### config.mk
export PLATFORM = sky130hd
export DESIGN_NAME = mem_port_arbiter
export DESIGN_NICKNAME = d
export VERILOG_FILES = /design/src/rtl/mem_arb_pkg.sv /design/src/rtl/mem_arb_pick.sv /design/src/rtl/mem_port_arbiter.sv
export SDC_FILE = /design/constraint.sdc
export NUM_CORES = 1
export LEC_CHECK = 0
export CORE_AREA = 8 8 99 101
export CTS_CLUSTER_SIZE = 28
export DETAILED_ROUTE_END_ITERATION = 16
export DIE_AREA = 0 0 107 109
export GPL_ROUTABILITY_DRIVEN = 0
export PLACE_DENSITY = 0.67
export SYNTH_ARGS = -nofsm -noshare
export SYNTH_HDL_FRONTEND = slang
export SYNTH_SLANG_ARGS = --single-unit
### constraint.sdc
create_clock -name clk -period 2.1 [get_ports clk]
set_input_delay 0.42 -clock clk [delete_from_list [all_inputs] [get_ports clk]]
set_output_delay 0.42 -clock clk [all_outputs]
set_load 0.03 [all_outputs]
### src/rtl/mem_arb_pkg.sv
// Shared types for the unified memory port arbiter.
//   STREAK_W     : width of the data-grant streak counter
//   resp_owner_e : which requester owns the response arriving next cycle
package mem_arb_pkg;
  localparam int STREAK_W = 4;

  typedef enum logic [1:0] {
    OWN_NONE = 2'd0,
    OWN_IF   = 2'd1,
    OWN_D    = 2'd2
  } resp_owner_e;
endpackage

### src/rtl/mem_arb_pick.sv
// Pure combinational grant decision for the memory port.
//   if_req_i / d_req_i : qualified requests (already masked by reset)
//   streak_cnt_i       : consecutive data grants while fetch has been waiting
//   if_gnt_o / d_gnt_o : one-hot (or zero) grant
// Data wins by default; fetch wins once the streak has hit STREAK_MAX.
module mem_arb_pick
  import mem_arb_pkg::*;
#(
  parameter int STREAK_MAX = 4
) (
  input  logic                if_req_i,
  input  logic                d_req_i,
  input  logic [STREAK_W-1:0] streak_cnt_i,
  output logic                if_gnt_o,
  output logic                d_gnt_o
);
  logic fetch_due;

  always_comb begin
    fetch_due = if_req_i && (streak_cnt_i == STREAK_W'(STREAK_MAX));
    d_gnt_o   = d_req_i && !fetch_due;
    if_gnt_o  = if_req_i && !d_gnt_o;
  end
endmodule

### src/rtl/mem_port_arbiter.sv
// Shares one memory port between instruction fetch (read-only) and the
// MEM-stage load/store requester.
//   clk, rst                 : rising-edge clock, synchronous active-high reset
//   if_req/if_addr           : fetch request, granted via if_gnt_o
//   if_rvalid/if_rdata       : fetch response, one cycle after the grant
//   d_req/d_addr/d_wdata/d_we: data request (d_we == 0 is a load)
//   d_rvalid/d_rdata         : data response, one cycle after the grant
//   mem_*                    : memory port; mem_rdata_i valid the cycle after mem_req_o
// Grants are combinational (zero added latency), so one access per cycle is
// sustained; the response owner is tracked in a single register.
module mem_port_arbiter
  import mem_arb_pkg::*;
#(
  parameter int STREAK_MAX = 4,
  parameter int ADDR_W     = 32
) (
  input  logic              clk,
  input  logic              rst,
  input  logic              if_req_i,
  input  logic [ADDR_W-1:0] if_addr_i,
  output logic              if_gnt_o,
  output logic              if_rvalid_o,
  output logic [31:0]       if_rdata_o,
  input  logic              d_req_i,
  input  logic [ADDR_W-1:0] d_addr_i,
  input  logic [31:0]       d_wdata_i,
  input  logic [3:0]        d_we_i,
  output logic              d_gnt_o,
  output logic              d_rvalid_o,
  output logic [31:0]       d_rdata_o,
  output logic              mem_req_o,
  output logic [ADDR_W-1:0] mem_addr_o,
  output logic [31:0]       mem_wdata_o,
  output logic [3:0]        mem_we_o,
  input  logic [31:0]       mem_rdata_i
);
  logic [STREAK_W-1:0] streak_cnt_d, streak_cnt_q;
  resp_owner_e         resp_owner_d, resp_owner_q;
  logic                if_req_q, d_req_q;
  logic                if_gnt, d_gnt;

  // Requests are masked during reset so nothing is granted while rst is high.
  assign if_req_q = if_req_i & ~rst;
  assign d_req_q  = d_req_i & ~rst;

  mem_arb_pick #(.STREAK_MAX(STREAK_MAX)) u_pick (
    .if_req_i     (if_req_q),
    .d_req_i      (d_req_q),
    .streak_cnt_i (streak_cnt_q),
    .if_gnt_o     (if_gnt),
    .d_gnt_o      (d_gnt)
  );

  always_comb begin
    if_gnt_o    = if_gnt;
    d_gnt_o     = d_gnt;
    mem_req_o   = if_gnt | d_gnt;
    mem_addr_o  = '0;
    mem_wdata_o = '0;
    mem_we_o    = '0;
    if (d_gnt) begin
      mem_addr_o  = d_addr_i;
      mem_wdata_o = d_wdata_i;
      mem_we_o    = d_we_i;
    end else if (if_gnt) begin
      mem_addr_o  = if_addr_i;
    end

    // Streak only counts data wins while fetch is actually waiting.
    streak_cnt_d = streak_cnt_q;
    if (if_gnt || !if_req_i)
      streak_cnt_d = '0;
    else if (d_gnt && (streak_cnt_q < STREAK_W'(STREAK_MAX)))
      streak_cnt_d = streak_cnt_q + 1'b1;

    resp_owner_d = OWN_NONE;
    if (d_gnt)       resp_owner_d = OWN_D;
    else if (if_gnt) resp_owner_d = OWN_IF;

    // A response owed across a reset edge is dropped: rvalid is masked by rst.
    if_rvalid_o = !rst && (resp_owner_q == OWN_IF);
    d_rvalid_o  = !rst && (resp_owner_q == OWN_D);
    if_rdata_o  = if_rvalid_o ? mem_rdata_i : 32'h0;
    d_rdata_o   = d_rvalid_o  ? mem_rdata_i : 32'h0;
  end

  always_ff @(posedge clk) begin
    if (rst) begin
      streak_cnt_q <= '0;
      resp_owner_q <= OWN_NONE;
    end else begin
      streak_cnt_q <= streak_cnt_d;
      resp_owner_q <= resp_owner_d;
    end
  end
endmodule

# Yosys cells after proc, flatten, opt, wreduce, memory -nomap -nowiden
# Cells that the tools add are included.
# op_classes
mux,8
order_cmp,1
n_bitwise,4
n_eq_ne,3
reduce_logical,13
addsub,1
# op_table
cell,count
2-to-1 mux 32 bit,5
logical AND 1 bit,6
"adder 4 x 1 -> 4 bit, second input constant",1
"== test 4 x 3 -> 1 bit, second input constant",1
zero test 1 bit,4
"less-than comparator 4 x 3 -> 1 bit, second input constant",1
2-to-1 mux 4 bit,1
OR reduction 2 bit,2
AND 1 bit,2
"== test 2 x 1 -> 1 bit, second input constant",1
"== test 2 bit, second input constant",1
2-to-1 mux 2 bit,1
logical OR 1 bit,1
2-to-1 mux 1 bit,1
inverter 1 bit,1
bitwise OR 1 bit,1
# word_totals
word_cells,33
regBits,6
out_inout_bits,137
inputBits,136

# Longest topological paths before layout
# Gate-level depths: netlist (run 1).
# logic_depth
ltp_word,9
depth_mapped,7
depth_no_buf,5

# Modules after synthesis
# From an unflattened synthesis (run 1), not the netlist that was laid out.
# hier_totals
cells_unflattened,181
hier_area_um2,1342.5
# modules_own_cells
module,area_per_inst_um2,cells_per_inst,n_inst
mem_port_arbiter,1302.5,177,1
mem_arb_pick,40.0,4,1

# Least setup slack after synthesis (run 1)
# OpenSTA, ideal clock, no wires.
# synth_timing
path_type,flip-flop to output port
from,register streak_cnt_q[0]
to,output port mem_wdata_o[12]
path_buffers,1
required_ns,1.680
arrival_time_ns,1.669
path_stages_with_launch,7
setup_slack_ns,0.011
cell_sequence,dfxtp_1 inv_1 ha_1 and4b_4 nor3b_4 buf_2 and2_1
# synth_between
elab_chain_cells,5
# synth_rtl
item,line_no,rtl
start: declaration,mem_port_arbiter.sv:37,"logic [STREAK_W-1:0] streak_cnt_d, streak_cnt_q;"
start signal: assignment,mem_port_arbiter.sv:92,streak_cnt_q <= streak_cnt_d;
== test 4 x 3 -> 1 bit,mem_arb_pick.sv:20,fetch_due = if_req_i && (streak_cnt_i == STREAK_W'(STREAK_MAX));
logical AND 1 bit,mem_arb_pick.sv:20,
zero test 1 bit,mem_arb_pick.sv:21,d_gnt_o = d_req_i && !fetch_due;
logical AND 1 bit,mem_arb_pick.sv:21,
named net d_gnt_o,mem_port_arbiter.sv:28,"output logic d_gnt_o,"
2-to-1 mux 32 bit,mem_port_arbiter.sv:61,if (d_gnt) begin
end: declaration,mem_port_arbiter.sv:33,"output logic [31:0] mem_wdata_o,"
# The timed path passes the listed nets, and every way through them passes these cells.

# Final worst setup path (run 1)
# layout_timing
from,register streak_cnt_q[0]
to,output port mem_addr_o[13]
# layout_between
elab_chain_cells,8
# layout_rtl
item,line_no,rtl
== test 4 x 3 -> 1 bit *,mem_arb_pick.sv:20,
logical AND 1 bit *,mem_arb_pick.sv:20,
zero test 1 bit *,mem_arb_pick.sv:21,
logical AND 1 bit *,mem_arb_pick.sv:21,
zero test 1 bit,mem_arb_pick.sv:22,if_gnt_o = if_req_i && !d_gnt_o;
logical AND 1 bit,mem_arb_pick.sv:22,
2-to-1 mux 32 bit,mem_port_arbiter.sv:65,end else if (if_gnt) begin
2-to-1 mux 32 bit *,mem_port_arbiter.sv:61,
end: declaration,mem_port_arbiter.sv:32,"output logic [ADDR_W-1:0] mem_addr_o,"
# Every way passes the cells marked *; elsewhere a longest branch is shown, timed or not.

==> impl_metrics.tcl, run 1 <==
set metrics [dict create \
    synth_xor_xnor_area_share_pct 0.684 \
    violations "negative setup slack" \
    endpoint_kind "output port" \
    synth.area.top_cells "and2_1 (49%), a22o_1 (22%), dfxtp_1 (9.4%)" \
    synth_edf_count 0 \
    synth_top_flop_cell "dfxtp_1" \
    synth_area_mm2 0.00128 \
    grt_setup_unrepaired "yes" \
    cts_tree "built" \
    cts_made_buffers 3 \
    drc 0 \
    netlist.area_leader.share_pct 48.8 \
    synth_fa_ha_area_share_pct 1.95 \
    fillers 738 \
    die_y_um 109 \
    core_area_mm2 0.00838 \
    drtIter0Drc 66 \
    start_kind "register" \
    num_antenna_cells 0 \
    ant_nets 0 \
    leakage_nw 2.21 \
    muxShareOfSynthArea_pct 0.879 \
    clockRootBuffer "clkbuf_8" \
    post-synth-top-count-cell "and2_1" \
    status "complete, but fails checks" \
    rows 34 \
    clock_path_buffers 2 \
    yosys.area_share.simple_pct 56.4 \
    clk-insertion-delay-late_ns 0.22 \
    p_total_mw 1.21 \
    wire_per_inst_um 19.9 \
    setup_viol 69 \
    maxSlewViolCount 0 \
    grt_overflow_total 0 \
    cp.required_ns 1.68 \
    layout_min_cycle_time_ns 2.30 \
    drt_first_pass_iters 4 \
    syn_nets 315 \
    dr_total_vias 2413 \
    ys_seq_area_share_pct 9.38 \
    synth_top_family_by_area "simple AND/OR/NAND/NOR gates" \
    async_flop_share_pct 0 \
    layout_setup_ws_ns -0.199 \
    synth_top_area_cell "and2_1" \
    synth_cell_type_count 17 \
    avgSynthCellArea_um2 7.24 \
    worst_slew_pin_slew_ns 0.292 \
    yosysWarningCount 0 \
    crit_type "reg -> out" \
    htreeDepth 1 \
    maxSlewHeadroom_pct 80.6 \
    hp-class "reg -> reg" \
    first_global_vias 2504 \
    fmax_ghz 0.435 \
    viasPerCell 4.21 \
    start_util_pct 15.3 \
    crit_arrival_ns 1.88 \
    drv_cap 0 \
    syn_to_final_growth_pct 266 \
    grt_util_all_layers_pct 16.9 \
    grt_antenna_before_repair 0 \
    period_share_pct 109 \
    dp_hpwl_um 8520 \
    ios 273 \
    placed_area_mm2 0.00396 \
    hold_buffers 0 \
    die_area_mm2 0.0117 \
    synth-compound-area-share_pct 24.2 \
    synthCells 177 \
    clk_pin_slew_ns 0.04 \
    dieWidth_um 107 \
    nets 605 \
    fin_skew_ns 0.00139 \
    ys_seq_elements 6 \
    stdcell_area_mm2 0.00468 \
    powerDensity_mw_per_mm2 259 \
    synth_commonest_cells "and2_1 (100), a22o_1 (32), buf_2 (9), clkbuf_1 (8), dfxtp_1 (6)" \
    routed_wirelength_um 11400 \
    hold_viol_final 0 \
    drive_gt1_share_pct 46.0 \
    io_buffers 272 \
    grt_pass1_wl_um 15500 \
    crit_fanout 5 \
    cts_sinks 6 \
    grt_max_degree 34 \
    peakVddDrop_uv 340 \
]
-- critical path, cell delays in order (launching register included) --
cell and delay, ns:
dfxtp_2 0.33, inv_2 0.05, ha_4 0.15, and4b_4 0.20
nor3b_4 0.18, buf_6 0.16, buf_12 0.14, buf_16 0.11
a22o_1 0.17, buf_6 0.15
-- metrics by stage --
step	hold slack (ns)	util (%)	setup WS [ns]	TNS [ns]	cells
after floorplan	0.483	-	0.0107	0	177
after detailed placement	0.513	47.3	-0.254	-19.57	551
after global placement	0.509	47.3	-0.227	-17.47	551
after CTS	0.513	54.4	-0.195	-10.76	569
after global routing	0.532	55.9	-0.295	-15.45	573
final	0.515	55.9	-0.199	-9.45	573
-- layer usage --
metal	global-route usage, %	part of all wire [%]
met1	17.2	35
met2	35.3	58
met5	0	0
met3	3.43	6.7
met4	1.11	0.42
-- path summary, 6_finish.rpt --
kind,start,slack [ns],cells past startpoint,endpoint
min reg2reg,streak_cnt_q[3],0.52,1,streak_cnt_q[3]
max reg2reg,streak_cnt_q[0],0.42,9,streak_cnt_q[0]
min,streak_cnt_q[3],0.52,1,streak_cnt_q[3]
max,streak_cnt_q[0],-0.20,9,mem_addr_o[13]
-- placed cells by master (no fill, tap or decap), types with 4 or more instances in the layout --
master | Yosys | final
and2_1 | 100 | 72
dfxtp_1 | 6 | 4
a22o_4 | 0 | 4
buf_6 | 0 | 68
buf_12 | 0 | 12
and2_4 | 0 | 28
a22o_1 | 32 | 28
buf_4 | 0 | 77
buf_16 | 0 | 4
clkdlybuf4s50_1 | 0 | 132
-- registers in the layout, indices dropped and copies added, names as in the netlist --
signal        cells
streak_cnt_q      4
resp_owner_q      2
-- final cells by class --
class	count	area, um2	share of cell area (%)
clock buffers	3	41.3	0.881
inverters	2	7.51	0.160
multi-input cells	152	1210	25.9
flip-flops and latches	6	123	2.62
well taps	108	135	2.88
repair buffers	302	3170	67.6
-- power by group --
group | internal (mW) | switching (mW) | leakage, nW
Sequential | 0.118 | 0.00187 | 0.0498
Combinational | 0.532 | 0.389 | 2.14
Clock | 0.123 | 0.0484 | 0.0216
-- repair_timing --
action,in CTS,in global routing
gates cloned,5,4
pin swaps,26,21
resized for setup,96,24
setup buffers,10,3
setup endpoints to repair,134,70
-- kinds of logic after synthesis --
logic type / Yosys count
adder cells (fa/ha/maj): 2
AO/OA/AOI/OAI: 35
AND/OR/NAND/NOR: 113
multiplexers: 1
buffers and inverters: 19
XOR/XNOR: 1
flip-flops: 6
(Power assumes the default switching activity.)
==> inputs of run 2 (changes only) <==
--- a/config.mk
+++ b/config.mk
@@ -5,12 +5,15 @@
 export SDC_FILE = /design/constraint.sdc
 export NUM_CORES = 1
 export LEC_CHECK = 0
-export CORE_AREA = 8 8 99 101
+export CELL_PAD_IN_SITES_DETAIL_PLACEMENT = 0
+export CELL_PAD_IN_SITES_GLOBAL_PLACEMENT = 2
+export CORE_ASPECT_RATIO = 0.9
+export CORE_MARGIN = 8
+export CORE_UTILIZATION = 10
 export CTS_CLUSTER_SIZE = 28
 export DETAILED_ROUTE_END_ITERATION = 16
-export DIE_AREA = 0 0 107 109
 export GPL_ROUTABILITY_DRIVEN = 0
-export PLACE_DENSITY = 0.67
+export PLACE_DENSITY = 0.95
 export SYNTH_ARGS = -nofsm -noshare
 export SYNTH_HDL_FRONTEND = slang
 export SYNTH_SLANG_ARGS = --single-unit
==> constraint.sdc (replaced) <==
create_clock -name clk -period 2.1 [get_ports clk]
set_input_delay 0.315 -clock clk [delete_from_list [all_inputs] [get_ports clk]]
set_output_delay 0.315 -clock clk [all_outputs]
set_load 0.03 [all_outputs]
==> run 2 against run 1 <==
- the run still ends with negative setup slack left
- utilization decreased by 17 points
- fmax increased by 6.8%
- first-iteration DRC count decreased by 1.5%
- critical path type unchanged
- highest routed layer unchanged
==> impl_metrics.tcl, run 2 (synthesis gave the netlist of run 1 again) <==
set metrics [dict create \
    worst_slew_pin_slew_ns 0.244 \
    r2r_cells 9 \
    cpMaxStageDelayCell "dfxtp_2" \
    drtIter0Drc 65 \
    start_util_pct 10.2 \
    dp_hpwl_um 9110 \
    num_antenna_cells 0 \
    io_buffers 272 \
    status "complete, but fails checks" \
    drive_gt1_share_pct 46.8 \
    ff2ff_setup_slack_ns 0.42 \
    top_register "streak_cnt_q" \
    post-route-util_pct 39.2 \
    cp.required_ns 1.78 \
    drv_cap 0 \
    hp-class "reg -> reg" \
    maxSlewViolCount 0 \
    cp_num_buf_inv 4 \
    period_share_pct 102 \
    path_cells "inv_2, ha_4, and4b_4, buf_4, o21ba_4, buf_12, a22o_4, buf_12" \
    clk_pin_slew_ns 0.03 \
    maxSlewHeadroom_pct 83.6 \
    viasPerCell 3.96 \
    layout_setup_ws_ns -0.0517 \
    clk-insertion-delay-late_ns 0.23 \
    endpoint_kind "output port" \
    fmax_ghz 0.465 \
    hold_buffers 0 \
    stdcell_count 632 \
    crit_arrival_ns 1.84 \
    whs_ns 0.504 \
    layout_min_cycle_time_ns 2.15 \
    cpPeakStageDelay_ns 0.32 \
    leakage_nw 2.29 \
    cts_tree "built" \
    nets 608 \
    layout_commonest_cell "clkdlybuf4s50_1" \
    die_y_um 123 \
    htreeDepth 1 \
    largest_reg_flops 4 \
    dr_total_vias 2502 \
    ant_nets 0 \
    crit_type "reg -> out" \
    core_area_mm2 0.0126 \
    final_cell_mix "clkdlybuf4s50_1 (133), buf_4 (79), and2_1 (72)" \
    ios 273 \
    first_global_vias 2691 \
    rows 39 \
    grt_pass1_wl_um 15500 \
    grt_overflow_total 0 \
    routed_wirelength_um 12100 \
    peakVddDrop_uv 298 \
    crit_fanout 10 \
    grt_antenna_before_repair 0 \
    drt_first_pass_iters 4 \
    cts_made_buffers 3 \
    fin_skew_ns 0.00384 \
    drc 0 \
    hold_start "streak_cnt_q[3]" \
    fin_tns_setup_ns -1.14 \
    die_area_mm2 0.0167 \
    r2r-start "streak_cnt_q[0]" \
    powerDensity_mw_per_mm2 282 \
    cpMostUsedCell "buf_12" \
    syn_to_final_growth_pct 286 \
    clockRootBuffer "clkbuf_16" \
    wire_per_inst_um 19.2 \
    setup_viol 42 \
    min_path_cells 1 \
    hold_path_end "streak_cnt_q[3]" \
    placedCellCount 606 \
    cts_sinks 6 \
    grt_setup_unrepaired "yes" \
    fillers 1247 \
    regToRegEndpoint "streak_cnt_q[3]" \
    grt_util_all_layers_pct 12.0 \
    start_kind "register" \
    clock_path_buffers 2 \
    dieWidth_um 135 \
    grt_max_degree 36 \
    hold_viol_final 0 \
    reg.largest.list "streak_cnt_q (4), resp_owner_q (2)" \
    critPathTopFamily "buffers and inverters" \
    violations "negative setup slack" \
]
## run 2: worst max path at each step
stage / start / to / cells past startpoint
2_1_floorplan: streak_cnt_q[0] / mem_wdata_o[12] / 6
3_3_place_gp: if_req_i / mem_wdata_o[24] / 6
3_5_place_dp: if_req_i / mem_we_o[0] / 6
4_1_cts: streak_cnt_q[0] / mem_wdata_o[24] / 8
5_1_grt: streak_cnt_q[1] / mem_addr_o[25] / 9
6_report: streak_cnt_q[0] / mem_addr_o[26] / 8
## run 2: power breakdown
part | internal [mW] | switching, mW
Clock | 0.245 | 0.0670
Combinational | 0.558 | 0.405
Sequential | 0.118 | 0.00209
## run 2: cell type report
type                            count  area (um2)  area share [%]
Inverter                            2        7.51           0.152
Sequential cell                     6         123            2.48
Clock buffer                        3        75.1            1.52
Timing Repair Buffer              305        3290            66.7
Tap cell                          164         205            4.15
Multi-Input combinational cell    152        1240            25.0
## run 2: layer usage
layer	track usage, %	wire length, um	up-vias
met5	0	0	-
met4	4.23	328	0
met3	5.81	1410	14
met2	23.9	6580	153
met1	10.1	3800	1155
li1	-	-	1180
## run 2: metrics by stage
stage | setup slack (ns) | instance area, um2 | power [mW]
2_1_floorplan | 0.116 | 1280 | 0.428
5_1_grt | -0.110 | 4940 | 1.45
4_1_cts | -0.0556 | 4680 | 1.36
3_3_place_gp | -0.123 | 4130 | 0.922
3_5_place_dp | -0.160 | 4130 | 0.929
6_report | -0.0517 | 4940 | 1.40
## run 2: what timing repair did
action,CTS,global route
pin swaps,7,30
cloned,4,10
endpoints found under the setup margin,68,122
resized for setup,86,21
setup buffers,8,2
## run 2: worst reg2reg max path: cells and delay by family (launching register included)
family,cells,cell delay [ns]
buf+inv,5,0.61
fa+ha+maj,1,0.15
flops,1,0.32
simple gates,3,0.54
